`src/rtl/hazard_detection_unit.sv`:
```
// Pipeline hazard detection: load-use and multi-cycle multiplier interlocks,
// taken-branch flushing, and tracking of the single in-flight multiply.
module hazard_detection_unit #(
  parameter int DATA_WIDTH  = 5,
  parameter int MUL_LATENCY = 3
) (
  input  logic                  clk,
  input  logic                  rst,
  input  logic [DATA_WIDTH-1:0] D_Rs1,
  input  logic [DATA_WIDTH-1:0] D_Rs2,
  input  logic                  D_UseRs1,
  input  logic                  D_UseRs2,
  input  logic [DATA_WIDTH-1:0] D_Rd,
  input  logic                  D_RegWrite,
  input  logic                  D_MulStart,
  input  logic [DATA_WIDTH-1:0] E_Rd,
  input  logic                  E_MemRead,
  input  logic                  E_BranchTaken,
  output logic                  PC_Stall,
  output logic                  FD_Stall,
  output logic                  FD_Flush,
  output logic                  DE_Flush,
  output logic                  Mul_Busy,
  output logic                  Mul_Done,
  output logic [DATA_WIDTH-1:0] Mul_Rd
);

  localparam int CNT_W = $clog2(MUL_LATENCY + 1);

  logic [CNT_W-1:0]      mul_cnt;
  logic [DATA_WIDTH-1:0] mul_rd_q;
  logic                  load_use;
  logic                  mul_raw;
  logic                  mul_waw;
  logic                  mul_hazard;
  logic                  stall;
  logic                  mul_issue;

  assign Mul_Busy = (mul_cnt != '0);
  assign Mul_Done = (mul_cnt == CNT_W'(1));
  assign Mul_Rd   = mul_rd_q;

  // NOTE: every variable written here gets a default first, so no path can
  // leave it unassigned and infer a latch.
  always_comb begin
    load_use   = 1'b0;
    mul_raw    = 1'b0;
    mul_waw    = 1'b0;
    mul_hazard = 1'b0;

    if (E_MemRead && (E_Rd != '0))
      load_use = (D_UseRs1 && (D_Rs1 == E_Rd)) ||
                 (D_UseRs2 && (D_Rs2 == E_Rd));

    // Register 0 is hardwired, so a multiply targeting it never creates a dependency.
    if (mul_rd_q != '0) begin
      mul_raw = (D_UseRs1 && (D_Rs1 == mul_rd_q)) ||
                (D_UseRs2 && (D_Rs2 == mul_rd_q));
      mul_waw = (D_RegWrite || D_MulStart) && (D_Rd == mul_rd_q);
    end

    // In the completion cycle the result is forwarded from WB, so nothing waits.
    if (Mul_Busy && !Mul_Done)
      mul_hazard = mul_raw || mul_waw || D_MulStart;
  end

  assign stall     = (load_use || mul_hazard) && !E_BranchTaken;
  assign PC_Stall  = stall;
  assign FD_Stall  = stall;
  assign DE_Flush  = stall || E_BranchTaken;
  assign FD_Flush  = E_BranchTaken;
  assign mul_issue = D_MulStart && !stall && !E_BranchTaken;

  // NOTE: sequential state is updated with non-blocking assignments so all
  // registers sample the same pre-edge values.
  always_ff @(posedge clk) begin
    if (rst) begin
      mul_cnt  <= '0;
      mul_rd_q <= '0;
    end else if (mul_issue) begin
      mul_cnt  <= CNT_W'(MUL_LATENCY);
      mul_rd_q <= D_Rd;
    end else if (mul_cnt != '0) begin
      mul_cnt  <= mul_cnt - CNT_W'(1);
    end
  end

endmodule

```
`config.mk`:
```
export PLATFORM = sky130hd
export DESIGN_NAME = hazard_detection_unit
export DESIGN_NICKNAME = d
export VERILOG_FILES = /design/src/rtl/hazard_detection_unit.sv
export SDC_FILE = /design/constraint.sdc
export NUM_CORES = 1
export LEC_CHECK = 0
export CAP_MARGIN = 20
export CORE_MARGIN = 4
export CORE_UTILIZATION = 42
export CTS_BUF_LIST = sky130_fd_sc_hd__clkbuf_2
export CTS_CLUSTER_DIAMETER = 150
export CTS_CLUSTER_SIZE = 24
export DETAILED_ROUTE_END_ITERATION = 8
export PLACE_DENSITY = 0.87
export SLEW_MARGIN = 20
export SYNTH_ARGS = -nofsm -noshare
export SYNTH_HDL_FRONTEND = slang
export SYNTH_SLANG_ARGS = --single-unit
```
`constraint.sdc`:
```
create_clock -name clk -period 3.75 [get_ports clk]
set_input_delay 0.75 -clock clk [delete_from_list [all_inputs] [get_ports clk]]
set_output_delay 0.75 -clock clk [all_outputs]
set_load 0.05 [all_outputs]
```
# Word level (Yosys, flattened, before mapping)

Index checks and enable logic that the tools add are counted.

$add $sub $neg: 1
Muxes and demuxes: 6
Equality and inequality tests: 6
Reductions and logical operators: 24

Operators with widths:

| operator              | count |
|---|---|
| $eq A5 B5 Y1          | 5 |
| $logic_and A1 B1 Y1   | 10 |
| $reduce_bool A5 Y1    | 2 |
| $logic_or A1 B1 Y1    | 7 |
| $mux W1               | 4 |
| $mux W2               | 2 |
| $reduce_bool A2 Y1    | 2 |
| $logic_not A1 Y1      | 3 |
| $eq A2 B1 Y1 const B  | 1 |
| $sub A2 B1 Y2 const B | 1 |

Word-level logic and storage cells: 39
Bits in registers: 7
Input bits: 28
Output and inout port bits: 11

# Longest topological paths before layout

Depth after elaboration: 13
Mapped depth: 7
Depth with buffers taken out: 6

# Worst setup path before layout

Ideal clock, no wire load.

Kind: input port to output port
Start: input port D_Rd[2]
End: output port PC_Stall
Setup slack: 0.334 ns
Data arrival time: 2.666 ns
Path buffers: 1
Stages on the path: 7
Cells stage by stage: xor2_1 > nor4_1 > nand3_1 > and3_1 > o21ai_0 > nor2b_1 > buf_4

Longest elaborated chain between the ends: 8

RTL lines:

| item                             | line | RTL |
|---|---|---|
| start, declared                  | 13   | `input logic [DATA_WIDTH-1:0] D_Rd,` |
| $eq A5 B5 Y1                     | 59   | `mul_waw = (D_RegWrite \|\| D_MulStart) && (D_Rd == mul_rd_q);` |
| $logic_and A1 B1 Y1              | 59   |  |
| $mux W1                          | 56   | `if (mul_rd_q != '0) begin` |
| $logic_or A1 B1 Y1 (2 in series) | 64   | `mul_hazard = mul_raw \|\| mul_waw \|\| D_MulStart;` |
| $mux W1                          | 63   | `if (Mul_Busy && !Mul_Done)` |
| $logic_or A1 B1 Y1               | 67   | `assign stall = (load_use \|\| mul_hazard) && !E_BranchTaken;` |
| $logic_and A1 B1 Y1              | 67   |  |
| end, declared                    | 19   | `output logic PC_Stall,` |

No other way between the ends.

# Final worst setup path

Start: input port D_Rd[2]
End: output port FD_Stall

Longest elaborated chain between the ends: 8

RTL lines:

| item                             | line | RTL |
|---|---|---|
| $eq A5 B5 Y1                     | 59   |  |
| $logic_and A1 B1 Y1              | 59   |  |
| $mux W1                          | 56   |  |
| $logic_or A1 B1 Y1 (2 in series) | 64   |  |
| $mux W1                          | 63   |  |
| $logic_or A1 B1 Y1               | 67   |  |
| $logic_and A1 B1 Y1              | 67   |  |
| end, declared                    | 20   | `output logic FD_Stall,` |

No other way between the ends.

==> run metrics <==
cell with the largest stage delay on the worst path sky130_fd_sc_hd__clkdlybuf4s50_1; fraction of final layout cells sized beyond drive strength 1 9.24%; start point of the worst min-delay path mul_cnt[1]; via count 686; synthesized netlist cell count 79; status complete, no violations; maximum resistive drop on vdd 436 uV; Ports 39; number of instances in the placed design 131; P&R area growth vs syn 64.1%; setup repair after global routing missed its margin no; Post-synth top cells sky130_fd_sc_hd__xnor2_1, sky130_fd_sc_hd__xor2_1, sky130_fd_sc_hd__nor2_1, sky130_fd_sc_hd__dfxtp_1, sky130_fd_sc_hd__mux2i_1; r2r endpoint Mul_Rd[3]; count of clock tree sinks 7; first-pass GRT wire length 2880 um; maxcap violations 0; number of diodes added for antenna fixing 0; fraction of the cycle the final worst path needs 92.0%; Clock Root Buffer sky130_fd_sc_hd__clkbuf_2; Max stage delay on crit path 0.43 ns; DRC violation count after routing 0; Critical Path Start D_Rd[2]; total power 0.542 mW; setup clock skew after layout 0.00355 ns; Mapped Avg Cell Area 8.60 sq um; placer congestion estimate 0.742; Max Root-Sink Buffers 2; largest net degree at the start of global routing 8; standard-cell rows 14; number of buffers inserted during clock tree synthesis 3; power density relative to cell area 486 nW/um^2; Worst Setup Path Type input pin to primary output; placeable core region 1520 sq um; share of flip-flops with an asynchronous set or reset 0%; Worst-Margin Slew 0.527 ns; worst slew slack as a fraction of its limit 64.9%; kind of start point of the critical path input pin; number of different library cells in the post-synthesis netlist 23; slack of the worst reg-to-reg path 2.17 ns; count of instances resized after the clock tree is built 0; Layout Cells excl Fill 135; data required time of the critical path 3.00 ns; Die H 48.2 um; overall fraction of global-route tracks in use 17.8%; source-to-sink clock delay at the later pin of the worst-skew pair 0.21 ns; minimum period implied by the final worst setup slack 3.45 ns; critical path capture point type primary output; area share of the largest cell type after synthesis 20.6%; internal power summed over all cells 0.286 mW; most used flip-flop cell after synthesis sky130_fd_sc_hd__dfxtp_1; arrival time of the worst setup path 2.70 ns; clock tree from TritonCTS done; cell types with the largest area share after synthesis sky130_fd_sc_hd__dfxtp_1, sky130_fd_sc_hd__xnor2_1, sky130_fd_sc_hd__xor2_1, sky130_fd_sc_hd__mux2i_1, sky130_fd_sc_hd__nor2_1; most common cell in the synthesized netlist sky130_fd_sc_hd__xnor2_1; worst path cell trace clkdlybuf4s50_1 > xor2_1 > nor4_1 > nand3_1 > and3_1 > o21ai_0 > nor2b_1 > buf_12; quantity of I/O buffers inserted on ports 38; Antenna Violating Nets Remaining 0; Leakage 0.438 nW; vias in the first global route 675; number of instances on the worst hold path 4; ratio of routed vias to standard cells 5.08; worst hold path type register to register; Total Negative Setup Slacks 0 ns; P_sw 0.256 mW; chip width 48.2 um; Bufs and invs on worst path 2; synthesized cell area 679 sq um; final count of pins violating max slew 0; switching part of the total power 47.2%; cells on worst reg2reg path 6; drt total wl 1830 um; count of routing violations after the opening detailed-route iteration 13; summed area of non-filler cells in the final layout 1110 sq um; hold violation total from the final report 0; maximum clock frequency 0.290 GHz; sequential share of power 20.6%; endpoint of the worst hold-timing path mul_cnt[1]; combinational share of power 69.9%; Detailed Routing Iterations Pass 1 4; clock transition at the registers of the reported paths 0.06 ns; synthesized netlist net count 109; cell area after placement 1090 sq um; number of warnings reported in the yosys synthesis log 0; Congestion Overflow GR 0; sequential-to-total area share from yosys stat 20.6%; biggest area consumer among synthesized cells sky130_fd_sc_hd__dfxtp_1; worst r2r src mul_cnt[1]; Die Footprint 2330 sq um; Clk pwr share 9.6%; Hold Buf Count CTS 0; initial standard-cell utilization of the core 44.6%; kind of cell adding the most delay to the critical path simple AND/OR/NAND/NOR gates; HPWL after DPL 1590 um; crit-path max FO 2; Wirelength per Cell 13.6 um; H-tree level count 1; number of antenna violations at the first check in global routing 0; Setup violations, final 0; Final Net Count 150; post-synthesis sequential element count 7; Post-synth EDFFs 0; post-CTS setup-driven buffer insertion count 0
==> power groups by stage <==
stage,clock network (mW),logic (mW),registers (mW)
2_1_floorplan,0,0.229,0.130
3_3_place_gp,0,0.370,0.112
3_5_place_dp,0,0.379,0.113
4_1_cts,0.0535,0.380,0.112
5_1_grt,0.0603,0.404,0.115
6_report,0.0519,0.378,0.111
==> stage by stage <==
stage	util (%)	hold WS, ns	setup slack, ns
after CTS	73.2	0.615	0.295
after detailed placement	71.8	0.601	0.301
after global routing	73.2	0.658	0.166
after global placement	71.8	0.597	0.321
after floorplan	-	0.572	0.334
final	73.2	0.617	0.299
==> worst min-delay path, cell delays in order (launching register included) <==
cell and delay, ns:
sky130_fd_sc_hd__dfxtp_1 0.30, sky130_fd_sc_hd__inv_1 0.08, sky130_fd_sc_hd__mux2i_1 0.07, sky130_fd_sc_hd__nor2_1 0.08
sky130_fd_sc_hd__nor2_1 0.04
==> state kept, by name, indices dropped and copies added, names as in the netlist <==
name / count
mul_cnt: 2
Mul_Rd: 5
==> kinds of logic after synthesis <==
kind of cell,Yosys count,share of synthesized area [%]
simple gates,28,21.0
xor+xnor,26,33.5
flops,7,20.6
mux,6,8.84
compound gates,5,8.47
buf+inv,5,3.87
fa+ha+maj,2,3.68
==> final cells by class <==
cell class,instances,area (sq um)
multi-input combinational,67,513
timing repair buffer,38,410
fill,110,409
sequential,7,140
clock buffer,4,20.0
tap,16,20.0
inverter,3,11.3
==> layout by cell type (no fill, tap or decap), types with 3 or more instances in the layout <==
cell type / synthesis / layout
sky130_fd_sc_hd__buf_12: 0 / 3
sky130_fd_sc_hd__clkbuf_2: 0 / 4
sky130_fd_sc_hd__clkdlybuf4s50_1: 0 / 35
sky130_fd_sc_hd__dfxtp_1: 7 / 7
sky130_fd_sc_hd__inv_1: 3 / 3
sky130_fd_sc_hd__mux2i_1: 6 / 6
sky130_fd_sc_hd__nand2_1: 3 / 3
sky130_fd_sc_hd__nand3_1: 3 / 3
sky130_fd_sc_hd__nor2_1: 11 / 11
sky130_fd_sc_hd__nor4_1: 3 / 3
sky130_fd_sc_hd__xnor2_1: 14 / 14
sky130_fd_sc_hd__xor2_1: 12 / 12
==> how the worst max path moves through the flow <==
stage / to / slack (ns) / cells past startpoint
after floorplan: PC_Stall / 0.33 / 7
after global placement: PC_Stall / 0.32 / 8
after detailed placement: FD_Stall / 0.30 / 8
after CTS: FD_Stall / 0.29 / 8
after global routing: FD_Stall / 0.17 / 8
final: FD_Stall / 0.30 / 8
==> per-layer routing <==
metal  track usage (%)  vias up  wire length, um
met3              4.80        0              106
met4              6.45        0                0
met2              29.7       21              977
met1              21.8      314              747
met5                 0        -                0
li1                  -      351                -
(Power assumes the default switching activity.)
